===== src/rtl/spectro_readout_scheduler.sv =====
// Frame-level readout scheduler: a frame timer starts a scan that loads and streams each
// enabled channel's word over a valid/ready serial link, then clears the channel counters.
module spectro_readout_scheduler #(
  parameter int NUM_CH   = 16,
  parameter int WORD_W   = 12,
  parameter int PERIOD_W = 16,
  localparam int SEL_W   = $clog2(NUM_CH),
  localparam int BIT_W   = $clog2(WORD_W)
) (
  input  logic                clk,
  input  logic                reset,
  input  logic                enable,
  input  logic [PERIOD_W-1:0] period,
  input  logic [NUM_CH-1:0]   ch_mask,
  input  logic                ovr_clr,
  output logic [SEL_W-1:0]    sel,
  output logic                load,
  output logic                bit_valid,
  input  logic                bit_ready,
  output logic                shift_en,
  output logic                word_last,
  output logic                clr_counters,
  output logic                busy,
  output logic                overrun,
  output logic [7:0]          frame_cnt
);

  typedef enum logic [1:0] {IDLE, LOAD, SHIFT, CLEAR} state_t;

  state_t              state;
  logic [PERIOD_W-1:0] timer;
  logic [NUM_CH-1:0]   mask_q;
  logic [BIT_W-1:0]    bitcnt;
  logic                tick;
  logic                last_bit;
  logic                nxt_found;
  logic [SEL_W-1:0]    nxt_sel;
  logic [SEL_W-1:0]    low_sel;

  assign tick = enable && (timer == period);

  always_ff @(posedge clk or posedge reset) begin
    if (reset)                timer <= '0;
    else if (!enable || tick) timer <= '0;
    else                      timer <= timer + 1'b1;
  end

  // Descending scan: the last hit written is the lowest qualifying index.
  always_comb begin
    nxt_found = 1'b0;
    nxt_sel   = '0;
    low_sel   = '0;
    for (int i = NUM_CH - 1; i >= 0; i--) begin
      if (mask_q[i] && (i > int'(sel))) begin
        nxt_found = 1'b1;
        nxt_sel   = SEL_W'(i);
      end
      if (ch_mask[i]) low_sel = SEL_W'(i);
    end
  end

  assign load         = (state == LOAD);
  assign bit_valid    = (state == SHIFT);
  assign clr_counters = (state == CLEAR);
  assign busy         = (state != IDLE);
  assign last_bit     = (bitcnt == BIT_W'(WORD_W - 1));
  assign shift_en     = bit_valid & bit_ready;
  assign word_last    = shift_en & last_bit;

  always_ff @(posedge clk or posedge reset) begin
    if (reset) begin
      state     <= IDLE;
      sel       <= '0;
      bitcnt    <= '0;
      mask_q    <= '0;
      frame_cnt <= '0;
      overrun   <= 1'b0;
    end else begin
      // A tick during a scan is dropped, only flagged; set beats clear.
      if (tick && state != IDLE) overrun <= 1'b1;
      else if (ovr_clr)          overrun <= 1'b0;

      case (state)
        IDLE: if (tick) begin
          mask_q <= ch_mask;
          if (|ch_mask) begin
            sel   <= low_sel;
            state <= LOAD;
          end else begin
            state <= CLEAR;
          end
        end
        LOAD: begin
          bitcnt <= '0;
          state  <= SHIFT;
        end
        SHIFT: if (bit_ready) begin
          if (last_bit) begin
            if (nxt_found) begin
              sel   <= nxt_sel;
              state <= LOAD;
            end else begin
              state <= CLEAR;
            end
          end else begin
            bitcnt <= bitcnt + 1'b1;
          end
        end
        CLEAR: begin
          frame_cnt <= frame_cnt + 8'd1;
          state     <= IDLE;
        end
        default: state <= IDLE;
      endcase
    end
  end

endmodule


===== config.mk =====
export PLATFORM = sky130hd
export DESIGN_NAME = spectro_readout_scheduler
export DESIGN_NICKNAME = d
export VERILOG_FILES = /design/src/rtl/spectro_readout_scheduler.sv
export SDC_FILE = /design/constraint.sdc
export NUM_CORES = 1
export LEC_CHECK = 0
export CAP_MARGIN = 40
export CORE_UTILIZATION = 55
export DETAILED_ROUTE_END_ITERATION = 6
export DONT_BUFFER_PORTS = 1
export PLACE_DENSITY = 0.7
export SLEW_MARGIN = 30
export SYNTH_ARGS = -nofsm -noshare
export SYNTH_HDL_FRONTEND = slang
export SYNTH_SLANG_ARGS = --single-unit

===== constraint.sdc =====
create_clock -name clk -period 2.8 [get_ports clk]
set_clock_uncertainty 0.1 [all_clocks]
set_input_delay 0.56 -clock clk [delete_from_list [all_inputs] [get_ports clk]]
set_output_delay 0.56 -clock clk [all_outputs]
set_load 0.02 [all_outputs]

==> out/summary.txt, run 1 <==
status -> finished, final reports clean
Synth Register Bits -> 50
fraction of registers with async set or reset after synthesis -> 1.00
Longest Clk Path Bufs -> 2
die height -> 75.8 µm
Die X -> 75.8 µm
YS warnings -> 0
post-CTS sizing -> 0
CTS H-tree depth -> 2
most frequent cells in the layout -> dfrtp_1, nor2_1, xor2_1
Post-Syn Area -> 2990 µm²
Clock transition at path regs -> 0.09 ns
WP data required -> 2.14 ns
Mapped Nets -> 360
DR vias -> 2349
Core Rows -> 26
Worst R2R Setup Slack -> 0.33 ns
final instance area -> 3150 µm²
fin. max-slew vios -> 0
worst skew pair latency -> 0.30 ns
Critical Path, Cell by Cell -> nand2b_1 -> inv_1 -> nand2_1 -> nor2_1
I/O pin total -> 56
Residual DRC -> 0
reg-to-reg startpoint -> sel[0]
EDFF count, synth -> 0
Routed Antenna Nets -> 0
Synth Area per Inst -> 9.36 µm²
Post-synth top flop -> dfrtp_1
PortBufs -> 0
PD cells -> 407 nW/µm²
CP Class -> flip-flop to primary output
Hold WS -> 0.186 ns
final-report setup violation count -> 0
WL final -> 6610 µm
Distinct cells, synth -> 59
CTS tree -> done
hold_buf cts -> 0
die area -> 5740 µm²
leak pwr -> 1.42 nW
CP max FO -> 7
# Max-Cap Violations -> 0
first-pass GRT wire length -> 10400 µm
largest net degree at the start of global routing -> 51
slowest stage cell on the critical path -> nor2_1
setup TNS -> 0 ns
commonest non-fill, non-tap cell in the layout -> dfrtp_1
Worst Tran Pin Value -> 0.718 ns
slowest stage delay, CP -> 0.48 ns
cell count after synthesis -> 320
dpl cell area -> 3040 µm²
drt via density -> 5.99
startpoint types -> flip-flop
Core Box Area -> 5170 µm²
CP Capture Type -> primary output
drt pass-1 iters -> 5
cts bufs inserted -> 5
GPL Wtd Cong -> 0.896
area grow syn2layout -> 5.22%
initial DRC count -> 139
final worst path period share -> 0.925
share of layout cells above drive strength 1 -> 0.115
final cell count without fillers -> 392
Setup Fix Bufs, Post-CTS -> 0
Critical path origin -> state[0]
worst hold path class -> input pin to asynchronous set/reset pin
Initial Util -> 0.579
Peak VDD IR -> 0.000401 V
antenna violations before repair -> 0
vias in the first global route -> 2127
Sink Count -> 50
CP arrival -> 1.93 ns
Antenna Cells -> 0
GRT Total Usage -> 0.249
hpwl dp -> 5060 µm
gr ovfl total -> 0
RSZ-0062 raised after global routing -> false
Inst Count DP -> 384
Worst slew margin -> 0.520
maximum clock rate -> 386 MHz
CTS Root Cell -> clkbuf_8
nets -> 361
routed len/inst -> 16.9 µm
Hold Fails Final Rpt -> 0
min Tclk post-route -> 2.59 ns
Seq/Total Area, Yosys -> 0.418
==> power breakdown <==
part,internal [mW],switching (mW),total (mW),leakage (nW)
registers,0.725,0.00614,0.731,0.681
logic,0.0207,0.0381,0.0588,0.690
clock network,0.267,0.224,0.491,0.0524
==> layout make-up <==
class,instances,area [µm²]
multi-input combinational,243,1610
clock inverter,1,30.0
clock buffer,7,76.3
inverter,16,60.1
sequential,50,1250
timing repair buffer,5,37.5
tap,70,87.6
fill,454,2020
==> metrics by stage <==
stage | utilization | power, mW | worst slack, ns
CTS | 0.609 | 1.30 | 0.214
detailed placement | 0.589 | 0.805 | 0.370
global route | 0.609 | 1.33 | 0.113
floorplan | - | 0.789 | 0.599
finish | 0.609 | 1.28 | 0.211
global placement | 0.589 | 0.805 | 0.417
==> worst max-delay path: cells and delay by family, from the launching register on <==
kind                   cells  cell delay, ns
AND/OR/NAND/NOR            3            0.89
buffers and inverters      1            0.28
flip-flops                 1            0.45
==> cells by family after synthesis <==
kind of cell / synth area share
flip-flops: 0.418
buffers and inverters: 0.0451
AND/OR/NAND/NOR: 0.207
AO/OA/AOI/OAI: 0.147
XOR/XNOR: 0.102
multiplexers: 0.0677
adder cells (fa/ha/maj): 0.0125
==> sequential cells by signal (all words and copies together), names as in the netlist <==
| name | cells |
|---|---|
| overrun | 1 |
| mask_q | 15 |
| state | 2 |
| timer | 16 |
| sel | 4 |
| frame_cnt | 8 |
| bitcnt | 4 |
==> metal layers <==
| layer | vias to the layer above | GRT usage | routed length (µm) |
|---|---|---|---|
| li1 | 1134 | - | - |
| met1 | 1133 | 0.318 | 2780 |
| met2 | 70 | 0.401 | 3280 |
| met3 | 12 | 0.0675 | 392 |
| met4 | 0 | 0.103 | 153 |
| met5 | - | 0 | 0 |
==> final timing paths <==
kind,to,cells past startpoint
setup / recovery,word_last,4
hold / removal,timer[3],2
setup reg to reg,sel[1],6
hold reg to reg,mask_q[1],1
max in group asynchronous,bitcnt[3],2
min in group clk,overrun,1
==> cells in the mapped netlist (3+ instances only) <==
library cell	count	share of area
a31oi_1	3	0.0063
a211oi_1	4	0.010
o22ai_1	3	0.0063
mux2i_1	3	0.010
or3_1	5	0.010
mux2_2	14	0.053
xor2_1	24	0.070
inv_1	16	0.020
nor2_1	37	0.046
nor4_1	6	0.013
nand2_1	18	0.023
nand4_1	7	0.015
nor3_1	6	0.010
dfrtp_1	50	0.42
o31ai_1	3	0.0075
xnor2_1	11	0.032
o211ai_1	3	0.0075
nor2b_1	5	0.010
a21oi_1	12	0.020
ha_1	3	0.013
nand2b_1	9	0.019
buf_4	6	0.015
nand3_1	18	0.030
o21ai_0	13	0.022
No activity file was read; power rests on OpenSTA's default activity.
==> run 2: changes to the inputs <==
Clock period 2.8 ns to 2.4 ns, I/O delays scaled along.
==> out/summary.txt, run 2 (synthesized netlist as in run 1, its figures left out) <==
Worst R2R Setup Slack -> 0.14 ns (-0.19 ns)
Longest Clk Path Bufs -> 2 (unchanged)
met1 usage -> 0.318 (+0.000544)
worst hold path class -> input pin to flip-flop
Core Rows -> 26 (unchanged)
hpwl dp -> 5100 µm (+0.89%)
setup TNS -> 0 ns (unchanged)
Critical Path, Cell by Cell -> nand2b_1 -> inv_1 -> nand2_1 -> nor2_1 -> buf_4
R2R Path End -> mask_q[4]
GRT Total Usage -> 0.244 (-0.00495)
commonest non-fill, non-tap cell in the layout -> dfrtp_1
DR vias -> 2318 (-1.3%)
Inst Count DP -> 393 (+2.3%)
RSZ-0062 raised after global routing -> false
Sink Count -> 50 (unchanged)
largest net degree at the start of global routing -> 28 (-45%)
Antenna Cells -> 0 (unchanged)
Peak VDD IR -> 0.000443 V (+10%)
CTS Root Cell -> clkbuf_8
drt via density -> 5.77 (-3.8%)
fin. max-slew vios -> 0 (unchanged)
PortBufs -> 0 (unchanged)
Core Box Area -> 5170 µm² (unchanged)
Critical path origin -> state[0]
leak pwr -> 1.48 nW (+3.9%)
# Max-Cap Violations -> 0 (unchanged)
area of the multi-input gates -> 1610 µm² (+0.39%)
startpoint types -> flip-flop
drt pass-1 iters -> 5 (unchanged)
gr ovfl total -> 0 (unchanged)
routed len/inst -> 16.3 µm (-3.6%)
max FFs per register -> 16 (unchanged)
Worst slew margin -> 0.559 (+0.0387)
share of layout cells above drive strength 1 -> 0.151 (+0.0357)
Die X -> 75.8 µm (unchanged)
cts bufs inserted -> 5 (unchanged)
slowest stage delay, CP -> 0.45 ns (-0.03 ns)
R2R cell count -> 5 (-1)
final cell count without fillers -> 402 (+2.6%)
Clock transition at path regs -> 0.09 ns (about the same)
Residual DRC -> 0 (unchanged)
die height -> 75.8 µm (unchanged)
CP Class -> flip-flop to primary output
global routing's busiest layer -> met2
area grow syn2layout -> 9.07%
met3 usage -> 0.0529 (-0.0146)
WP data required -> 1.82 ns (-0.32 ns)
min Tclk post-route -> 2.29 ns
WL final -> 6530 µm (-1.1%)
Hold Fails Final Rpt -> 0 (unchanged)
biggest regs -> timer (16), mask_q (15), frame_cnt (8)
reg-to-reg startpoint -> timer[5]
CP arrival -> 1.71 ns (-0.22 ns)
Top reg by flops -> timer
final worst path period share -> 0.955
CTS H-tree depth -> 2 (unchanged)
worst skew pair latency -> 0.30 ns (about the same)
Routed Antenna Nets -> 0 (unchanged)
final-report setup violation count -> 0 (unchanged)
maximum clock rate -> 436 MHz
antenna violations before repair -> 0 (unchanged)
Worst Tran Pin Value -> 0.660 ns (-0.0579 ns)
CP max FO -> 7 (unchanged)
Initial Util -> 0.579 (unchanged)
met2 Track Usage GR -> 0.393 (-0.00787)
CP Capture Type -> primary output
slowest stage cell on the critical path -> dfrtp_1
filler instances -> 417 (-8.1%)
vias in the first global route -> 2177 (+2.4%)
nets -> 371 (+2.8%)
CTS tree -> done
first-pass GRT wire length -> 10300 µm (-1.0%)
worst setup path endpoint -> word_last
most frequent cells in the layout -> dfrtp_1, nor2_1, xor2_1
GPL Wtd Cong -> 0.916 (+2.2%)
status -> finished, final reports clean
sequential cell area -> 1250 µm² (+0.20%)
I/O pin total -> 56 (unchanged)
initial DRC count -> 154 (+11%)
die area -> 5740 µm² (unchanged)
PD cells -> 463 nW/µm² (+14%)
[run 2: worst min path at each step]
| stage | start | endpoint | slack (ns) | depth (start not counted) |
|---|---|---|---|---|
| finish | ovr_clr | overrun | 0.17 | 1 |
| global route | ovr_clr | overrun | 0.16 | 1 |
| CTS | ovr_clr | overrun | 0.15 | 1 |
| detailed placement | reset | frame_cnt[1] | 0.34 | 1 |
| global placement | reset | frame_cnt[1] | 0.33 | 1 |
| floorplan | mask_q[2] | mask_q[2] | 0.37 | 2 |
[run 2: per-layer routing]
layer | vias up | share of wire
met4 | 0 | 0.023
met1 | 1099 | 0.44
li1 | 1155 | -
met5 | - | 0
met3 | 13 | 0.053
met2 | 51 | 0.49
[run 2: critical path: cells and delay by family (launching register included)]
family | cells | cell delay (ns)
buf+inv | 2 | 0.38
flops | 1 | 0.45
simple gates | 3 | 0.58
[run 2: layout make-up]
cell class / instances / share of cell area
Clock buffer: 6 / 0.0222
Clock inverter: 2 / 0.0115
Inverter: 16 / 0.0184
Multi-Input combinational cell: 243 / 0.494
Sequential cell: 50 / 0.384
Tap cell: 70 / 0.0268
Timing Repair Buffer: 15 / 0.0429
[run 2: metrics by stage]
step | area (µm²) | hold slack, ns | util | setup slack (ns) | power [mW]
finish | 3270 | 0.167 | 0.631 | 0.108 | 1.51
global route | 3270 | 0.162 | 0.631 | 0.0268 | 1.57
CTS | 3260 | 0.155 | 0.630 | 0.0661 | 1.53
detailed placement | 3140 | 0.337 | 0.606 | 0.0839 | 0.941
global placement | 3140 | 0.329 | 0.606 | 0.173 | 0.941
floorplan | 2990 | 0.368 | - | 0.199 | 0.921
[run 2: repair_timing]
item	CTS	global route
hold endpoints to repair	1	0
setup buffers	0	0
endpoints found under the setup margin	0	4
hold buffers	1	0
gates resized for setup	0	3
[run 2: power by group]
group	internal [mW]	total, mW	switching (mW)
Combinational	0.0274	0.0716	0.0442
Sequential	0.846	0.853	0.00676
Clock	0.311	0.587	0.276
==> run 3: changes to the inputs <==
Settings changed: ABC_AREA set to 1.
==> out/summary.txt, run 3 <==
cell count after synthesis -> 382 (+19%)
Worst slew margin -> 0.638 (+0.0794)
CP Class -> flip-flop to primary output
Worst path most repeated cell -> inv_1
slowest stage cell on the critical path -> dfrtp_1
Synth Register Bits -> 50 (unchanged)
Top reg by flops -> timer
cts bufs inserted -> 5 (unchanged)
CP arrival -> 1.65 ns (-0.06 ns)
nets -> 435 (+17%)
vias in the first global route -> 2266 (+4.1%)
Synth area leader -> dfrtp_1
Core Box Area -> 5110 µm² (-1.3%)
share of layout cells above drive strength 1 -> 0.0960 (-0.0546)
leak pwr -> 1.54 nW (+4.3%)
top-count cell post-synth -> nand2_1
overall power -> 1.95 mW (+29%)
Core Rows -> 26 (unchanged)
most frequent cells in the layout -> nand2_1, inv_1, dfrtp_1
drt via density -> 5.24 (-9.0%)
filler instances -> 484 (+16%)
Peak VDD IR -> 0.000355 V (-20%)
commonest non-fill, non-tap cell in the layout -> nand2_1
status -> finished, final reports clean
Longest Clk Path Bufs -> 2 (unchanged)
largest net degree at the start of global routing -> 31 (+11%)
Clock transition at path regs -> 0.09 ns (about the same)
Distinct cells, synth -> 38 (-36%)
Post-synth top flop -> dfrtp_1
initial DRC count -> 166 (+7.8%)
die height -> 75.0 µm (-1.0%)
Residual DRC -> 0 (unchanged)
Hold Fails Final Rpt -> 0 (unchanged)
Critical Path, Cell by Cell -> inv_1 -> nor2_4 -> inv_1 -> nor2_1 -> nand2_1 -> inv_1
reg-to-reg startpoint -> timer[0]
antenna violations before repair -> 0 (unchanged)
top-area cell type share of the netlist area -> 0.427 (+0.00874)
PortBufs -> 0 (unchanged)
PD cells -> 611 nW/µm² (+32%)
CTS H-tree depth -> 2 (unchanged)
drt pass-1 iters -> 4 (-1)
gr ovfl total -> 0 (unchanged)
CP max FO -> 7 (unchanged)
min Tclk post-route -> 2.23 ns (-0.0625 ns)
Post-Syn Area -> 2930 µm² (-2.0%)
Routed Antenna Nets -> 0 (unchanged)
YS warnings -> 0 (unchanged)
final-report setup violation count -> 0 (unchanged)
GPL Wtd Cong -> 0.915 (about the same)
max FFs per register -> 16 (unchanged)
I/O pin total -> 56 (unchanged)
fraction of registers with async set or reset after synthesis -> 1.00 (unchanged)
Antenna Cells -> 0 (unchanged)
hpwl dp -> 4920 µm (-3.6%)
biggest regs -> timer (16), mask_q (15), frame_cnt (8)
# Max-Cap Violations -> 0 (unchanged)
CTS Root Cell -> clkbuf_8
Setup Fix Bufs, Post-CTS -> 0 (unchanged)
die area -> 5630 µm² (-2.0%)
Worst Tran Pin Value -> 0.542 ns (-0.119 ns)
DR vias -> 2444 (+5.4%)
WL final -> 6230 µm (-4.7%)
Initial Util -> 0.574 (-0.00463)
CP Capture Type -> primary output
synth top area cells -> dfrtp_1, nand2_1, inv_1
area grow syn2layout -> 9.09% (about the same)
worst skew pair latency -> 0.30 ns (about the same)
Critical path origin -> state[1]
Seq/Total Area, Yosys -> 0.427 (+0.00874)
CTS tree -> done
final worst path period share -> 0.929 (-0.0260)
most frequent cells after synthesis -> nand2_1, inv_1, dfrtp_1
Hold Crit Start -> ovr_clr
Hold WS -> 0.160 ns (-0.00666 ns)
WP data required -> 1.82 ns (about the same)
slowest stage delay, CP -> 0.42 ns (-0.03 ns)
Mapped Nets -> 422 (+17%)
setup TNS -> 0 ns (unchanged)
GRT Total Usage -> 0.243 (-0.00113)
Sink Count -> 50 (unchanged)
Die X -> 75.0 µm (-1.0%)
fin. max-slew vios -> 0 (unchanged)
RSZ-0062 raised after global routing -> false
first-pass GRT wire length -> 10200 µm (-0.93%)
worst hold path class -> input pin to flip-flop
routed len/inst -> 13.4 µm (-18%)
Synth Area per Inst -> 7.68 µm² (-18%)
startpoint types -> flip-flop
EDFF count, synth -> 0 (unchanged)
maximum clock rate -> 448 MHz (+2.8%)
==> run 3: worst paths after layout <==
path,cells after the start,slack [ns],endpoint
setup / recovery,6,0.17,word_last
hold reg to reg,2,0.40,mask_q[5]
setup reg to reg,11,0.32,timer[14]
min in group asynchronous,2,0.57,frame_cnt[6]
hold / removal,1,0.16,overrun
max in group asynchronous,3,1.10,mask_q[10]
==> run 3: kinds of logic after synthesis <==
logic type	share of synthesized area
simple gates	0.299
buf+inv	0.0875
compound gates	0.103
flops	0.427
xor+xnor	0.0717
fa+ha+maj	0.0128
==> run 3: layer usage <==
layer,GRT usage,share of wire,vias up
met4,0.0776,0.015,0
met1,0.334,0.46,1118
met3,0.0616,0.075,9
met5,0,0,-
li1,-,-,1244
met2,0.377,0.45,73
==> run 3: power by group <==
group	switching, mW	internal (mW)	leakage, nW	total, mW
Sequential	0.0977	0.911	0.676	1.01
Clock	0.280	0.265	0.0544	0.545
Combinational	0.260	0.141	0.812	0.401
Total	0.637	1.32	1.54	1.95
==> run 3: cell type report <==
cell class	count	area, µm²	area share
Tap cell	70	87.6	0.0274
Timing Repair Buffer	10	90.1	0.0282
Clock buffer	7	96.3	0.0301
Sequential cell	50	1250	0.391
Clock inverter	1	8.76	0.00274
Inverter	64	240	0.0751
Multi-Input combinational cell	264	1430	0.445
==> run 3: worst max-delay path: cells and delay by family, from the launching register on <==
family | cells | cell delay, ns
buffers and inverters | 3 | 0.41
DFF | 1 | 0.42
and+or+nand+nor | 3 | 0.52
==> run 3: through the flow <==
stage / worst slack [ns] / instance area [µm²] / utilization / cells
CTS: 0.175 / 3200 / 0.626 / 466
global route: 0.0435 / 3200 / 0.626 / 466
finish: 0.170 / 3200 / 0.626 / 466
detailed placement: 0.327 / 3080 / 0.604 / 457
global placement: 0.380 / 3080 / 0.604 / 457
floorplan: 0.453 / 2930 / - / 382
==> run 3: repair_timing <==
action | 4_1_cts | 5_1_grt
endpoints found under the hold margin | 11 | 0
gates resized for setup | 0 | 0
hold buffers | 1 | 0
